File: config.mk
export PLATFORM = sky130hd
export DESIGN_NAME = dmem_responder
export DESIGN_NICKNAME = d
export VERILOG_FILES = /design/src/rtl/dmem_responder_pkg.sv /design/src/rtl/dmem_array.sv /design/src/rtl/dmem_responder.sv
export SDC_FILE = /design/constraint.sdc
export NUM_CORES = 1
export LEC_CHECK = 0
export ABC_AREA = 1
export CAP_MARGIN = 20
export CORE_MARGIN = 2
export CORE_UTILIZATION = 55
export DETAILED_ROUTE_END_ITERATION = 8
export PLACE_DENSITY = 0.73
export RECOVER_POWER = 100
export SYNTH_ARGS = -nofsm -noshare
export SYNTH_HDL_FRONTEND = slang
export SYNTH_SLANG_ARGS = --single-unit
File: constraint.sdc
create_clock -name clock -period 2.6 [get_ports clock]
set_input_delay 0.52 -clock clock [delete_from_list [all_inputs] [get_ports clock]]
set_output_delay 0.52 -clock clock [all_outputs]
set_load 0.01 [all_outputs]
File: src/rtl/dmem_responder_pkg.sv
// Shared types and default sizing for the data-memory responder.
// Holds the FSM state encoding used by dmem_responder.
package dmem_responder_pkg;

    localparam int DEF_NBITS   = 8;
    localparam int DEF_NWORDS  = 32;
    localparam int DEF_LATENCY = 2;

    typedef enum logic [1:0] {
        IDLE,
        WAIT,
        RESP
    } state_e;

endpackage

File: src/rtl/dmem_array.sv
// Word-organised storage: synchronous write, asynchronous read.
// Contents are deliberately not reset.
module dmem_array #(
    parameter int NBITS  = 8,
    parameter int NWORDS = 32
) (
    input  logic                      clk_i,
    input  logic                      we_i,
    input  logic [$clog2(NWORDS)-1:0] addr_i,
    input  logic [NBITS-1:0]          wdata_i,
    output logic [NBITS-1:0]          rdata_o
);

    logic [NBITS-1:0] mem_q [NWORDS];

    always_ff @(posedge clk_i) begin
        if (we_i) begin
            mem_q[addr_i] <= wdata_i;
        end
    end

    assign rdata_o = mem_q[addr_i];

endmodule

File: src/rtl/dmem_responder.sv
// Fixed-latency data-memory responder: latches a request, waits LATENCY
// cycles, performs the access and presents a one-cycle response.
module dmem_responder
    import dmem_responder_pkg::*;
#(
    parameter int NBITS   = DEF_NBITS,
    parameter int NWORDS  = DEF_NWORDS,
    parameter int LATENCY = DEF_LATENCY
) (
    input  logic             clock,
    input  logic             reset,
    input  logic             MemRead,
    input  logic             MemWrite,
    input  logic [NBITS-1:0] Address,
    input  logic [NBITS-1:0] WriteData,
    output logic [NBITS-1:0] ReadData,
    output logic             busy,
    output logic             err
);

    localparam int AW = $clog2(NWORDS);
    localparam int CW = (LATENCY > 1) ? $clog2(LATENCY) : 1;
    localparam logic [CW-1:0] CNT_INIT = CW'(LATENCY - 1);

    state_e           state_q, state_d;
    logic [CW-1:0]    cnt_q, cnt_d;
    logic [AW-1:0]    idx_q, idx_d;
    logic [NBITS-1:0] wdata_q, wdata_d;
    logic             rd_q, rd_d;
    logic             wr_q, wr_d;
    logic             bad_q, bad_d;
    logic [NBITS-1:0] rdata_q, rdata_d;
    logic             err_q, err_d;

    logic             req;
    logic             mem_we;
    logic [NBITS-1:0] mem_rdata;

    assign req = MemRead | MemWrite;

    always_comb begin
        state_d = state_q;
        cnt_d   = cnt_q;
        idx_d   = idx_q;
        wdata_d = wdata_q;
        rd_d    = rd_q;
        wr_d    = wr_q;
        bad_d   = bad_q;
        rdata_d = rdata_q;
        err_d   = 1'b0;
        mem_we  = 1'b0;
        unique case (state_q)
            IDLE: begin
                if (req) begin
                    state_d = WAIT;
                    cnt_d   = CNT_INIT;
                    idx_d   = Address[AW+1:2];
                    wdata_d = WriteData;
                    rd_d    = MemRead;
                    wr_d    = MemWrite;
                    bad_d   = (Address[1:0] != 2'b00) || (MemRead && MemWrite);
                end
            end
            WAIT: begin
                if (cnt_q == '0) begin
                    state_d = RESP;
                    err_d   = bad_q;
                    // Reset in the final wait cycle must still abort the write.
                    mem_we  = wr_q && !bad_q && !reset;
                    if (bad_q) begin
                        rdata_d = '0;
                    end else if (rd_q) begin
                        rdata_d = mem_rdata;
                    end
                end else begin
                    cnt_d = cnt_q - 1'b1;
                end
            end
            RESP: begin
                state_d = IDLE;
            end
            default: begin
                state_d = IDLE;
            end
        endcase
    end

    always_ff @(posedge clock) begin
        if (reset) begin
            state_q <= IDLE;
            cnt_q   <= '0;
            rdata_q <= '0;
            err_q   <= 1'b0;
        end else begin
            state_q <= state_d;
            cnt_q   <= cnt_d;
            rdata_q <= rdata_d;
            err_q   <= err_d;
        end
    end

    always_ff @(posedge clock) begin
        idx_q   <= idx_d;
        wdata_q <= wdata_d;
        rd_q    <= rd_d;
        wr_q    <= wr_d;
        bad_q   <= bad_d;
    end

    dmem_array #(
        .NBITS  (NBITS),
        .NWORDS (NWORDS)
    ) u_array (
        .clk_i   (clock),
        .we_i    (mem_we),
        .addr_i  (idx_q),
        .wdata_i (wdata_q),
        .rdata_o (mem_rdata)
    );

    assign busy     = !reset && ((state_q == WAIT) || ((state_q == IDLE) && req));
    assign ReadData = rdata_q;
    assign err      = err_q;

endmodule

==> tab_implementation.tex <==
\begin{tabular}{lr}
\hline
Metric & Value \\
\hline
\multicolumn{2}{l}{\textbf{Power and ir drop}} \\
Sequential share of power & 48.4\% \\
Switching power summed over all nets & 0.002742 W \\
Clock Power Share & 38.7\% \\
Internal Power & 0.008166 W \\
Share of total power in combinational logic & 12.9\% \\
Power density over the cells & 824.8 nW/um\^{}2 \\
Maximum vdd drop & 678.7 uV \\
Net switching fraction of the power & 25.14\% \\
Reported leakage power & 4.900 nW \\
\multicolumn{2}{l}{\textbf{Logic synthesis}} \\
Fraction of the yosys area taken by sequential cells & 72.97\% \\
Distinct cell type count after synthesis & 19 \\
Mean Syn Cell Area & 11.53 um\^{}2 \\
Number of cells produced by synthesis & 1,011 \\
Cell taking the most area after synthesis & sky130\_fd\_sc\_hd\_\_edfxtp\_1 \\
Post-synthesis net count & 1,031 \\
Register bit count reported by yosys & 289 \\
Syn Std Cell Area & 11,660 um\^{}2 \\
Proportion of netlist area held by the largest area contributor & 70.05\% \\
Top cells by area in the synthesized netlist & sky130\_fd\_sc\_hd\_\_edfxtp\_1, sky130\_fd\_sc\_hd\_\_nand2\_1, sky130\_fd\_sc\_hd\_\_nand3\_1 \\
Syn. warnings & 0 \\
\multicolumn{2}{l}{\textbf{Routing}} \\
Pre-Repair DR Iteration Count & 6 \\
Post-route DRC violation count & 0 \\
Total routed wirelength & 26.56 mm \\
WL per Instance & 19.44 um \\
Number of nets with antenna violations after routing & 0 \\
Total number of vias & 7,631 \\
Vias per Instance & 5.586 \\
Detailed router's first-iteration violation count & 862 \\
\multicolumn{2}{l}{\textbf{Status}} \\
Failing checks & capacitance limit, slew limit \\
Status & finished with violations \\
\multicolumn{2}{l}{\textbf{Floorplan}} \\
Die area & 22,380 um\^{}2 \\
Die width & 149.6 um \\
Num rows & 53 \\
Vertical die dimension & 149.6 um \\
Number of ports placed on the die boundary & 30 \\
Core area & 20,890 um\^{}2 \\
Initial standard-cell utilization of the core & 55.82\% \\
\multicolumn{2}{l}{\textbf{STA}} \\
Final Max Tran Viols & 157 \\
Hold Violations, Final & 0 \\
Least-Margin Pin Slew & 1.899 ns \\
Setup repair after global routing missed its margin & false \\
Fin Setup TNS & 0 ns \\
Crit path time final & 2.501 ns \\
Maximum clock rate & 399.8 MHz \\
Worst slew slack as a fraction of its limit & -26.62\% \\
Tcrit/Tclk final & 96.21\% \\
Worst clock skew on the final layout & 0.01259 ns \\
Final setup fails & 0 \\
Min setup slack post-route & 0.09857 ns \\
\multicolumn{2}{l}{\textbf{Setup path}} \\
Endpoint required time on the critical path & 2.83 ns \\
Delay contributed by the slowest stage of the critical path & 0.53 ns \\
Worst Path Class, Setup & reg -> reg \\
Arrival @ worst endpoint & 2.73 ns \\
Nature of the critical path startpoint & flip-flop \\
Slowest cell on the critical path & sky130\_fd\_sc\_hd\_\_nand3\_1 \\
CP Max Fanout & 8 \\
Ordered list of cells on the worst path & inv\_1, nand2\_1, nor3\_1, inv\_1, nor2\_1, clkbuf\_1, nand3\_1, nor2\_1, clkbuf\_2 \\
CP endpoint kind & flip-flop \\
\multicolumn{2}{l}{\textbf{Global routing}} \\
Met2 layer usage reported by global route & 40.14\% \\
Initial antenna violation count & 0 \\
Number of global-route vias before repair & 7,577 \\
GR met1 Demand/Resource & 33.31\% \\
Global-route wire length before repair & 40.84 mm \\
M3 GR Usage & 4.024\% \\
Busiest layer in global routing & met2 \\
Overall routing resource usage & 24.43\% \\
Pin count of the biggest net entering global routing & 129 \\
Total congestion overflow after global routing & 0 \\
\multicolumn{2}{l}{\textbf{Place}} \\
GP Congestion & 0.9092 \\
HPWL reported at the end of detailed placement & 16.23 mm \\
Pre-CTS setup slack & 0.05498 ns \\
Count of buffers from port buffering & 28 \\
\multicolumn{2}{l}{\textbf{Layout}} \\
Storage element area & 8509 um\^{}2 \\
Multi-input gate area & 2739 um\^{}2 \\
Fill count & 1,613 \\
Area growth from synthesis to final layout & 13.41\% \\
Fraction of layout instances using a drive strength above 1 & 7.516\% \\
Total Nets Final & 1,092 \\
\# diodes & 0 \\
\multicolumn{2}{l}{\textbf{Clocking}} \\
Resized Gates After CTS & 0 \\
Clock tree from TritonCTS & done \\
H-tree lvl count & 1 \\
Number of buffers created by CTS & 29 \\
Count of hold buffers inserted by post-cts repair & 0 \\
Clock slew at reported path FFs & 0.06 ns \\
Clock Tree Root & sky130\_fd\_sc\_hd\_\_clkbuf\_16 \\
Buffers inserted during post-CTS setup optimization & 0 \\
Bufs on Longest Clock Path & 3 \\
TritonCTS Sinks & 289 \\
Clk\_lat worst skew & 0.54 ns \\
\multicolumn{2}{l}{\textbf{Min path}} \\
Type of the worst min-delay path & reg -> reg \\
\multicolumn{2}{l}{\textbf{Run}} \\
Max-cap viol count & 6 \\
\hline
\end{tabular}
[power groups by stage]
stage	combinational, W	sequential, W	clock, W
after floorplan	0.000951	0.00538	0
after global placement	0.00139	0.00536	0
after detailed placement	0.00142	0.00537	0
final	0.00141	0.00528	0.00423
after global routing	0.00156	0.00528	0.00445
after CTS	0.00143	0.00527	0.00425
[cells by family (layout without fill, tap and decap cells)]
logic type	Yosys count	after routing	synth area share, %
and+or+nand+nor	633	633	22.71
AOI/OAI and AO/OA	19	19	0.9336
buffers and inverters	70	150	3.391
DFF	289	289	72.97
[synthesized netlist by cell type]
master,number
sky130_fd_sc_hd__nor3_2,1
sky130_fd_sc_hd__buf_4,4
sky130_fd_sc_hd__nand3_1,192
sky130_fd_sc_hd__inv_2,3
sky130_fd_sc_hd__nand3_2,4
sky130_fd_sc_hd__a211o_1,1
sky130_fd_sc_hd__buf_6,12
sky130_fd_sc_hd__clkbuf_1,9
sky130_fd_sc_hd__a21oi_1,10
sky130_fd_sc_hd__inv_1,13
sky130_fd_sc_hd__o211ai_2,1
sky130_fd_sc_hd__a211oi_1,1
sky130_fd_sc_hd__dfxtp_1,17
sky130_fd_sc_hd__buf_1,7
sky130_fd_sc_hd__nor2_1,36
sky130_fd_sc_hd__buf_2,22
sky130_fd_sc_hd__o21ai_0,6
sky130_fd_sc_hd__nand2_1,400
sky130_fd_sc_hd__edfxtp_1,272
[path summary, 6_finish.rpt]
path	slack, ns	from	cells past startpoint	to
max reg2reg	0.1	state_q[1]	9	u_array.mem_q[15][5]
min	0.46	ReadData[1]	2	ReadData[1]
max	0.1	state_q[1]	9	u_array.mem_q[15][5]
min reg2reg	0.46	ReadData[1]	2	ReadData[1]
[metrics by stage]
step	power [W]	util [%]	instance area, um^2	std cells	hold WS [ns]
floorplan	0.006333	-	11660	1011	0.4375
global placement	0.006756	59.56	12440	1316	0.4512
detailed placement	0.006787	59.56	12440	1316	0.4603
CTS	0.01095	64.18	13410	1366	0.4690
global route	0.01128	63.31	13220	1366	0.4883
finish	0.01091	63.31	13220	1366	0.4644
[registers in the layout, indices dropped and copies added, names as in the netlist, 2 cells and up, named ones only]
register / flops
wdata_q: 8
u_array.mem_q: 256
idx_q: 5
state_q: 2
ReadData: 8
[placed cells by master, fill, tap and decap left out]
cell type,instances
sky130_fd_sc_hd__nor2_1,35
sky130_fd_sc_hd__a211oi_1,1
sky130_fd_sc_hd__o21ai_0,6
sky130_fd_sc_hd__nor2_2,1
sky130_fd_sc_hd__nor3_1,1
sky130_fd_sc_hd__nand2_1,400
sky130_fd_sc_hd__inv_2,3
sky130_fd_sc_hd__clkbuf_2,22
sky130_fd_sc_hd__a211o_1,1
sky130_fd_sc_hd__clkbuf_1,28
sky130_fd_sc_hd__inv_1,13
sky130_fd_sc_hd__a21oi_1,10
sky130_fd_sc_hd__o211ai_2,1
sky130_fd_sc_hd__buf_12,4
sky130_fd_sc_hd__nand3_1,195
sky130_fd_sc_hd__dlygate4sd3_1,22
sky130_fd_sc_hd__clkbuf_8,5
sky130_fd_sc_hd__clkinv_2,5
sky130_fd_sc_hd__clkdlybuf4s50_1,6
sky130_fd_sc_hd__edfxtp_1,272
sky130_fd_sc_hd__clkinv_1,3
sky130_fd_sc_hd__buf_4,6
sky130_fd_sc_hd__nand3_2,1
sky130_fd_sc_hd__dfxtp_2,1
sky130_fd_sc_hd__bufinv_16,4
sky130_fd_sc_hd__dfxtp_1,16
sky130_fd_sc_hd__clkbuf_16,29
[worst max-delay path, delay by kind of cell, from the launching register on]
family	cells	cell delay [ns]
and+or+nand+nor	5	1.25
DFF	1	0.30
buffers and inverters	4	0.64
[cell type report]
type                       count  area share [%]
tap                          275           2.602
inverter                      16          0.4542
multi-input combinational    652           20.71
sequential                   289           64.35
clock inverter                12           1.183
timing repair buffer          84           4.579
clock buffer                  38           6.122
[routing by layer]
metal  vias to the layer above  routed length [um]
li1                       3618                   -
met3                        69                2169
met2                       345               12760
met5                         -                   0
met1                      3599               10780
met4                         0                 855
(Power assumes the default switching activity.)
